### config.mk
export PLATFORM = sky130hd
export DESIGN_NAME = if_id_skid_flat
export DESIGN_NICKNAME = d
export VERILOG_FILES = /design/src/rtl/if_id_pkg.sv /design/src/rtl/if_id_skid_if.sv /design/src/rtl/if_id_skid_sat_counter.sv /design/src/rtl/if_id_skid.sv /design/src/flat_wrapper.sv
export SDC_FILE = /design/constraint.sdc
export NUM_CORES = 1
export LEC_CHECK = 0
export CAP_MARGIN = 10
export CORE_UTILIZATION = 48
export CTS_BUF_LIST = sky130_fd_sc_hd__clkbuf_4
export DETAILED_ROUTE_END_ITERATION = 8
export GPL_TIMING_DRIVEN = 0
export PLACE_DENSITY = 0.79
export SYNTH_ARGS = -nofsm -noshare
export SYNTH_HDL_FRONTEND = slang
export SYNTH_SLANG_ARGS = --single-unit
### constraint.sdc
create_clock -name clk -period 1.66 [get_ports clk]
set_clock_uncertainty 0.1 [all_clocks]
set_input_delay 0.498 -clock clk [delete_from_list [all_inputs] [get_ports clk]]
set_output_delay 0.498 -clock clk [all_outputs]
set_load 0.03 [all_outputs]
### src/rtl/if_id_pkg.sv
`default_nettype none
// ============================================================================
// Module      : if_id_pkg
// Description : Shared types and constants for the IF/ID skid pipeline
//               register: state encoding, MIPS NOP encoding and default
//               data-path widths.
// Revision    : 1.0 - initial release
// ============================================================================
package if_id_pkg;

    // EMPTY: main and skid empty; ONE: main full; TWO: main and skid full.
    typedef enum logic [1:0] {
        EMPTY = 2'd0,
        ONE   = 2'd1,
        TWO   = 2'd2
    } state_t;

    localparam int unsigned IW_DEF = 32;
    localparam int unsigned AW_DEF = 32;
    localparam int unsigned CW_DEF = 16;

    // sll $0,$0,0
    localparam logic [31:0] MIPS_NOP = 32'h0000_0000;

endpackage : if_id_pkg
`default_nettype wire

### src/rtl/if_id_skid_if.sv
`default_nettype none
// ============================================================================
// Module      : if_id_skid_if
// Description : Fetch-side and decode-side handshake bundle of the IF/ID
//               stage plus the stall counter readout.
//   slave  : the IF/ID register (receives in_*, drives out_* / in_ready)
//   master : the environment (fetch + decode)
// Revision    : 1.0 - initial release
// ============================================================================
interface if_id_skid_if #(
    parameter int IW = 32,
    parameter int AW = 32,
    parameter int CW = 16
) ();
    logic          in_valid;
    logic          in_ready;
    logic [IW-1:0] in_instr;
    logic [AW-1:0] in_npc;
    logic          out_valid;
    logic          out_ready;
    logic [IW-1:0] out_instr;
    logic [AW-1:0] out_npc;
    logic [CW-1:0] stall_cnt;

    modport slave (
        input  in_valid, in_instr, in_npc, out_ready,
        output in_ready, out_valid, out_instr, out_npc, stall_cnt
    );

    modport master (
        output in_valid, in_instr, in_npc, out_ready,
        input  in_ready, out_valid, out_instr, out_npc, stall_cnt
    );
endinterface : if_id_skid_if
`default_nettype wire

### src/rtl/if_id_skid_sat_counter.sv
`default_nettype none
// ============================================================================
// Module      : sat_counter
// Description : Up-counter that sticks at its all-ones value.
//   clk   in  clock
//   rst_n in  asynchronous active-low reset (clears the count)
//   inc   in  count enable
//   cnt   out current count, CW bits
// Revision    : 1.0 - initial release
// ============================================================================
module sat_counter #(
    parameter int CW = 16
) (
    input  wire logic          clk,
    input  wire logic          rst_n,
    input  wire logic          inc,
    output logic      [CW-1:0] cnt
);
    logic [CW-1:0] cnt_q;
    logic [CW-1:0] cnt_d;

    always_comb begin
        cnt_d = cnt_q;
        if (inc && (cnt_q != {CW{1'b1}})) begin
            cnt_d = cnt_q + {{(CW-1){1'b0}}, 1'b1};
        end
    end

    always_ff @(posedge clk or negedge rst_n) begin
        if (!rst_n) begin
            cnt_q <= '0;
        end else begin
            cnt_q <= cnt_d;
        end
    end

    assign cnt = cnt_q;
endmodule : sat_counter
`default_nettype wire

### src/rtl/if_id_skid.sv
`default_nettype none
// ============================================================================
// Module      : if_id_skid
// Description : IF/ID pipeline register with valid/ready handshake, one-entry
//               skid buffer, synchronous flush with NOP insertion and a
//               saturating back-pressure counter.
//   clk   in  clock
//   rst_n in  asynchronous active-low reset
//   flush in  synchronous kill of held and incoming beats
//   bus   slave modport: in_valid/in_ready/in_instr/in_npc from fetch,
//         out_valid/out_ready/out_instr/out_npc to decode, stall_cnt
// Revision    : 1.0 - initial release
// ============================================================================
module if_id_skid
    import if_id_pkg::*;
#(
    parameter int          IW        = IW_DEF,
    parameter int          AW        = AW_DEF,
    parameter int          CW        = CW_DEF,
    parameter logic [IW-1:0] NOP_INSTR = IW'(MIPS_NOP)
) (
    input  wire logic  clk,
    input  wire logic  rst_n,
    input  wire logic  flush,
    if_id_skid_if.slave bus
);
    state_t        state_q,      state_d;
    logic [IW-1:0] main_instr_q, main_instr_d;
    logic [AW-1:0] main_npc_q,   main_npc_d;
    logic [IW-1:0] skid_instr_q, skid_instr_d;
    logic [AW-1:0] skid_npc_q,   skid_npc_d;
    // Handshake outputs are registered copies of the next-state decode so
    // neither depends combinationally on any input.
    logic          in_ready_q,   in_ready_d;
    logic          out_valid_q,  out_valid_d;

    logic accept;
    logic deliver;

    assign accept  = bus.in_valid & in_ready_q;
    assign deliver = out_valid_q & bus.out_ready;

    always_comb begin
        state_d      = state_q;
        main_instr_d = main_instr_q;
        main_npc_d   = main_npc_q;
        skid_instr_d = skid_instr_q;
        skid_npc_d   = skid_npc_q;

        if (flush) begin
            // Any beat accepted this cycle is dropped along with held ones.
            state_d      = EMPTY;
            main_instr_d = NOP_INSTR;
            main_npc_d   = '0;
            skid_instr_d = '0;
            skid_npc_d   = '0;
        end else begin
            unique case (state_q)
                EMPTY: begin
                    if (accept) begin
                        state_d      = ONE;
                        main_instr_d = bus.in_instr;
                        main_npc_d   = bus.in_npc;
                    end
                end
                ONE: begin
                    if (accept && deliver) begin
                        main_instr_d = bus.in_instr;
                        main_npc_d   = bus.in_npc;
                    end else if (accept) begin
                        state_d      = TWO;
                        skid_instr_d = bus.in_instr;
                        skid_npc_d   = bus.in_npc;
                    end else if (deliver) begin
                        state_d      = EMPTY;
                        main_instr_d = NOP_INSTR;
                        main_npc_d   = '0;
                    end
                end
                TWO: begin
                    // in_ready is low here, so no new beat can arrive.
                    if (deliver) begin
                        state_d      = ONE;
                        main_instr_d = skid_instr_q;
                        main_npc_d   = skid_npc_q;
                        skid_instr_d = '0;
                        skid_npc_d   = '0;
                    end
                end
                default: begin
                    state_d      = EMPTY;
                    main_instr_d = NOP_INSTR;
                    main_npc_d   = '0;
                    skid_instr_d = '0;
                    skid_npc_d   = '0;
                end
            endcase
        end

        in_ready_d  = (state_d != TWO);
        out_valid_d = (state_d != EMPTY);
    end

    always_ff @(posedge clk or negedge rst_n) begin
        if (!rst_n) begin
            state_q      <= EMPTY;
            main_instr_q <= NOP_INSTR;
            main_npc_q   <= '0;
            skid_instr_q <= '0;
            skid_npc_q   <= '0;
            in_ready_q   <= 1'b1;
            out_valid_q  <= 1'b0;
        end else begin
            state_q      <= state_d;
            main_instr_q <= main_instr_d;
            main_npc_q   <= main_npc_d;
            skid_instr_q <= skid_instr_d;
            skid_npc_q   <= skid_npc_d;
            in_ready_q   <= in_ready_d;
            out_valid_q  <= out_valid_d;
        end
    end

    sat_counter #(
        .CW (CW)
    ) u_stall_cnt (
        .clk   (clk),
        .rst_n (rst_n),
        .inc   (out_valid_q & ~bus.out_ready),
        .cnt   (bus.stall_cnt)
    );

    // The main register is forced to NOP/0 whenever it is empty, so it can
    // drive the outputs directly.
    assign bus.in_ready  = in_ready_q;
    assign bus.out_valid = out_valid_q;
    assign bus.out_instr = main_instr_q;
    assign bus.out_npc   = main_npc_q;
endmodule : if_id_skid
`default_nettype wire

### src/flat_wrapper.sv
// flat-port wrapper written by rule: the top's interface ports become plain ports
module if_id_skid_flat import if_id_pkg::*;
#(
    parameter int          IW        = IW_DEF,
    parameter int          AW        = AW_DEF,
    parameter int          CW        = CW_DEF,
    parameter logic [IW-1:0] NOP_INSTR = IW'(MIPS_NOP)
)
  (clk, rst_n, flush, bus_in_valid, bus_in_instr, bus_in_npc, bus_out_ready, bus_in_ready, bus_out_valid, bus_out_instr, bus_out_npc, bus_stall_cnt);
  if_id_skid_if #(.IW(IW), .AW(AW), .CW(CW)) bus_i ();
  input  wire logic clk;
  input  wire logic rst_n;
  input  wire logic flush;
  input wire logic [$bits(bus_i.in_valid)-1:0] bus_in_valid;
  input wire logic [$bits(bus_i.in_instr)-1:0] bus_in_instr;
  input wire logic [$bits(bus_i.in_npc)-1:0] bus_in_npc;
  input wire logic [$bits(bus_i.out_ready)-1:0] bus_out_ready;
  output wire logic [$bits(bus_i.in_ready)-1:0] bus_in_ready;
  output wire logic [$bits(bus_i.out_valid)-1:0] bus_out_valid;
  output wire logic [$bits(bus_i.out_instr)-1:0] bus_out_instr;
  output wire logic [$bits(bus_i.out_npc)-1:0] bus_out_npc;
  output wire logic [$bits(bus_i.stall_cnt)-1:0] bus_stall_cnt;
  assign bus_i.in_valid = bus_in_valid;
  assign bus_i.in_instr = bus_in_instr;
  assign bus_i.in_npc = bus_in_npc;
  assign bus_i.out_ready = bus_out_ready;
  assign bus_in_ready = bus_i.in_ready;
  assign bus_out_valid = bus_i.out_valid;
  assign bus_out_instr = bus_i.out_instr;
  assign bus_out_npc = bus_i.out_npc;
  assign bus_stall_cnt = bus_i.stall_cnt;
  if_id_skid #(.IW(IW), .AW(AW), .CW(CW), .NOP_INSTR(NOP_INSTR)) u_core (.clk(clk), .rst_n(rst_n), .flush(flush), .bus(bus_i));
endmodule
==> results.sh <==
export IMPL_h_tree_depth=4
export IMPL_hp_class="input port to flop"
export IMPL_post_synth_num_cell_types=46
export IMPL_worstPathArrival_ns=2.36
export IMPL_die_width_um=122
export IMPL_synthFlopType="dfrtp_1"
export IMPL_rsz0062_at_grt="yes"
export IMPL_failed_checks="negative setup slack"
export IMPL_core_mm2=0.0140
export IMPL_grt_usage_pct=27.1
export IMPL_p_leak_uw=0.00541
export IMPL_path_clk_slew_ns=0.13
export IMPL_crit_chain="buf_6, nand2_4, or3_4, a21o_4, buf_12, buf_8, o2bb2ai_2"
export IMPL_cp_slowest_stage_delay_ns=0.60
export IMPL_wl_um=21500
export IMPL_drtAntennaViolNets=0
export IMPL_startpoint_type="flop"
export IMPL_area_growth_pct=62.6
export IMPL_ctsRootBufferMaster="clkbuf_4"
export IMPL_place_ws_ns=-0.793
export IMPL_drt_iter0_markers=435
export IMPL_fin_nets=984
export IMPL_setup_violations=224
export IMPL_yosysWarnings=0
export IMPL_final_common_cell="buf_4"
export IMPL_clk_path_buf_depth=2
export IMPL_crit_fanout=10
export IMPL_maxSlewViolCount=0
export IMPL_initial_core_util_pct=49.7
export IMPL_syn_inst=600
export IMPL_fmaxAchievable_ghz=0.513
export IMPL_gp_congestion=0.789
export IMPL_design_area_mm2=0.0113
export IMPL_io_buffer_count=148
export IMPL_period_share_pct=117
export IMPL_routed_via_count=6135
export IMPL_fp_row_count=43
export IMPL_synth_edf_count=0
export IMPL_finalCriticalPeriod_ns=1.95
export IMPL_endpoint_kind="flop"
export IMPL_ys_seq_area_share_pct=53.3
export IMPL_pin_count=151
export IMPL_path_class="flop to flop"
export IMPL_holdWs_ns=0.104
export IMPL_grt_pass1_vias=6194
export IMPL_dpl_hpwl_um=11700
export IMPL_maxCapViolations=0
export IMPL_grt_overflow=0
export IMPL_numCtsBuffers=17
export IMPL_place_area_mm2=0.00906
export IMPL_routedWlPerCell_um=19.4
export IMPL_die_h_um=122
export IMPL_avgSynthCellArea_um2=11.6
export IMPL_status="finished, violations left"
export IMPL_vias_per_cell=5.54
export IMPL_ir_drop_v=0.000807
export IMPL_antenna_found_initial=0
export IMPL_tightest_slew_ns=0.863
export IMPL_insertion_delay_ns=0.58
export IMPL_tns_ns=-30.98
export IMPL_syn_area_mm2=0.00696
export IMPL_mostFrequentLayoutCells="buf_4 (131), dfrtp_1 (130), buf_6 (93), nand2_1 (71)"
export IMPL_cts_sinks=148
export IMPL_dr_pass1_iters=4
export IMPL_crit_path_top_delay_cell="dfstp_2"
export IMPL_drc=0
export IMPL_cts_tree="built"
export IMPL_hold_viol=0
export IMPL_setup_ws_ns=-0.288
export IMPL_powerDensity_mw_per_mm2=913
export IMPL_diodes=0
export IMPL_syn_nets=670
export IMPL_slew_headroom_pct=42.5
export IMPL_worstPathRequired_ns=2.07
export IMPL_async_flop_share_pct=100
export IMPL_drive_above_1_share_pct=45.7
export IMPL_grt_start_max_net_pins=93
export IMPL_grt_pass1_wl_um=31200
export IMPL_dieArea_mm2=0.0150
export IMPL_synth_seq_cells=148
-- worst paths after layout --
kind	start	to	slack [ns]	cells past startpoint
setup / recovery	u_core.bus.in_ready	u_core.bus.out_npc[10]	-0.29	7
hold / removal	bus_out_ready	u_core.state_q[1]	0.10	2
setup reg to reg	u_core.bus.in_ready	u_core.bus.out_npc[10]	-0.29	7
hold reg to reg	u_core.skid_npc_q[20]	u_core.skid_npc_q[20]	0.43	2
max in group asynchronous	rst_n	u_core.skid_npc_q[0]	0.22	3
min in group asynchronous	rst_n	u_core.bus.out_npc[2]	0.47	2
-- per-layer routing --
| layer | GRT usage, % | part of all wire [%] | routed length [um] | vias to the layer above |
|---|---|---|---|---|
| met1 | 35.3 | 41 | 8800 | 3123 |
| met3 | 6.46 | 4.8 | 1030 | 45 |
| li1 | - | - | - | 2761 |
| met2 | 43.8 | 52 | 11100 | 206 |
| met4 | 9.91 | 2.6 | 554 | 0 |
| met5 | 0 | 0 | 0 | - |
-- state kept, by name (all words and copies together), names as in the netlist --
name                    count
u_core.bus.out_instr       32
u_core.skid_instr_q        32
u_core.bus.in_ready         1
u_core.state_q              2
u_core.bus.out_valid        1
u_core.skid_npc_q          32
u_core.bus.out_npc         32
u_core.u_stall_cnt.cnt     16
-- area by class of cell --
cell class / instances / area (um2)
inverters: 65 / 244
plain buffers: 45 / 485
clock buffers: 17 / 128
flip-flops and latches: 148 / 3730
clock inverters: 15 / 205
fillers: 791 / 2680
repair buffers: 295 / 2960
well taps: 180 / 225
multi-input cells: 342 / 3340
-- stage by stage --
step,power (uW),util (%),cells
after floorplan,5710,-,600
after CTS,9870,75.2,1067
after detailed placement,6690,64.8,929
after global routing,10700,80.9,1107
final,10300,80.9,1107
after global placement,6620,64.6,928
-- report_power, final --
part / internal [uW] / total, uW / leakage (uW) / switching, uW
Combinational: 1750 / 3510 / 0.00325 / 1760
Sequential: 3910 / 4180 / 0.00199 / 265
Clock: 1200 / 2640 / 0.000169 / 1440
-- critical path: cells and delay by family (launching register included) --
kind / cells / cell delay [ns]
DFF: 1 / 0.60
buffers and inverters: 3 / 0.41
and+or+nand+nor: 2 / 0.40
AOI/OAI and AO/OA: 2 / 0.36
-- logic make-up (layout without fill, tap and decap cells) --
kind of cell	after synthesis	count (layout)	share of synthesized area, %
adders and majority gates	1	1	0.180
AOI/OAI and AO/OA	147	147	18.7
DFF	148	148	53.3
muxes	68	68	9.91
buffers and inverters	110	437	7.95
xor gates and xnor gates	11	11	1.38
and+or+nand+nor	115	115	8.63
-- Yosys cell counts (5+ instances only) --
master	number	share of area (%)
dfrtp_1	147	53
nand2_1	73	3.9
a22oi_1	65	7.0
inv_1	65	3.5
mux2i_1	64	9.2
o2bb2ai_1	44	5.5
buf_2	22	1.6
o2bb2ai_2	20	4.3
buf_6	13	2.1
xor2_1	10	1.3
nor2_1	8	0.43
clkbuf_1	6	0.32
nand3_1	5	0.36
-- repair_timing --
item                       in CTS  in global routing
gates resized for setup       618                 55
hold endpoints to repair       90                  0
pin swaps                      14                 13
setup endpoints to repair     211                228
hold buffers                    1                  0
cloned                          4                  6
setup buffers                 101                 35
Power figures use the tool's default switching activity.
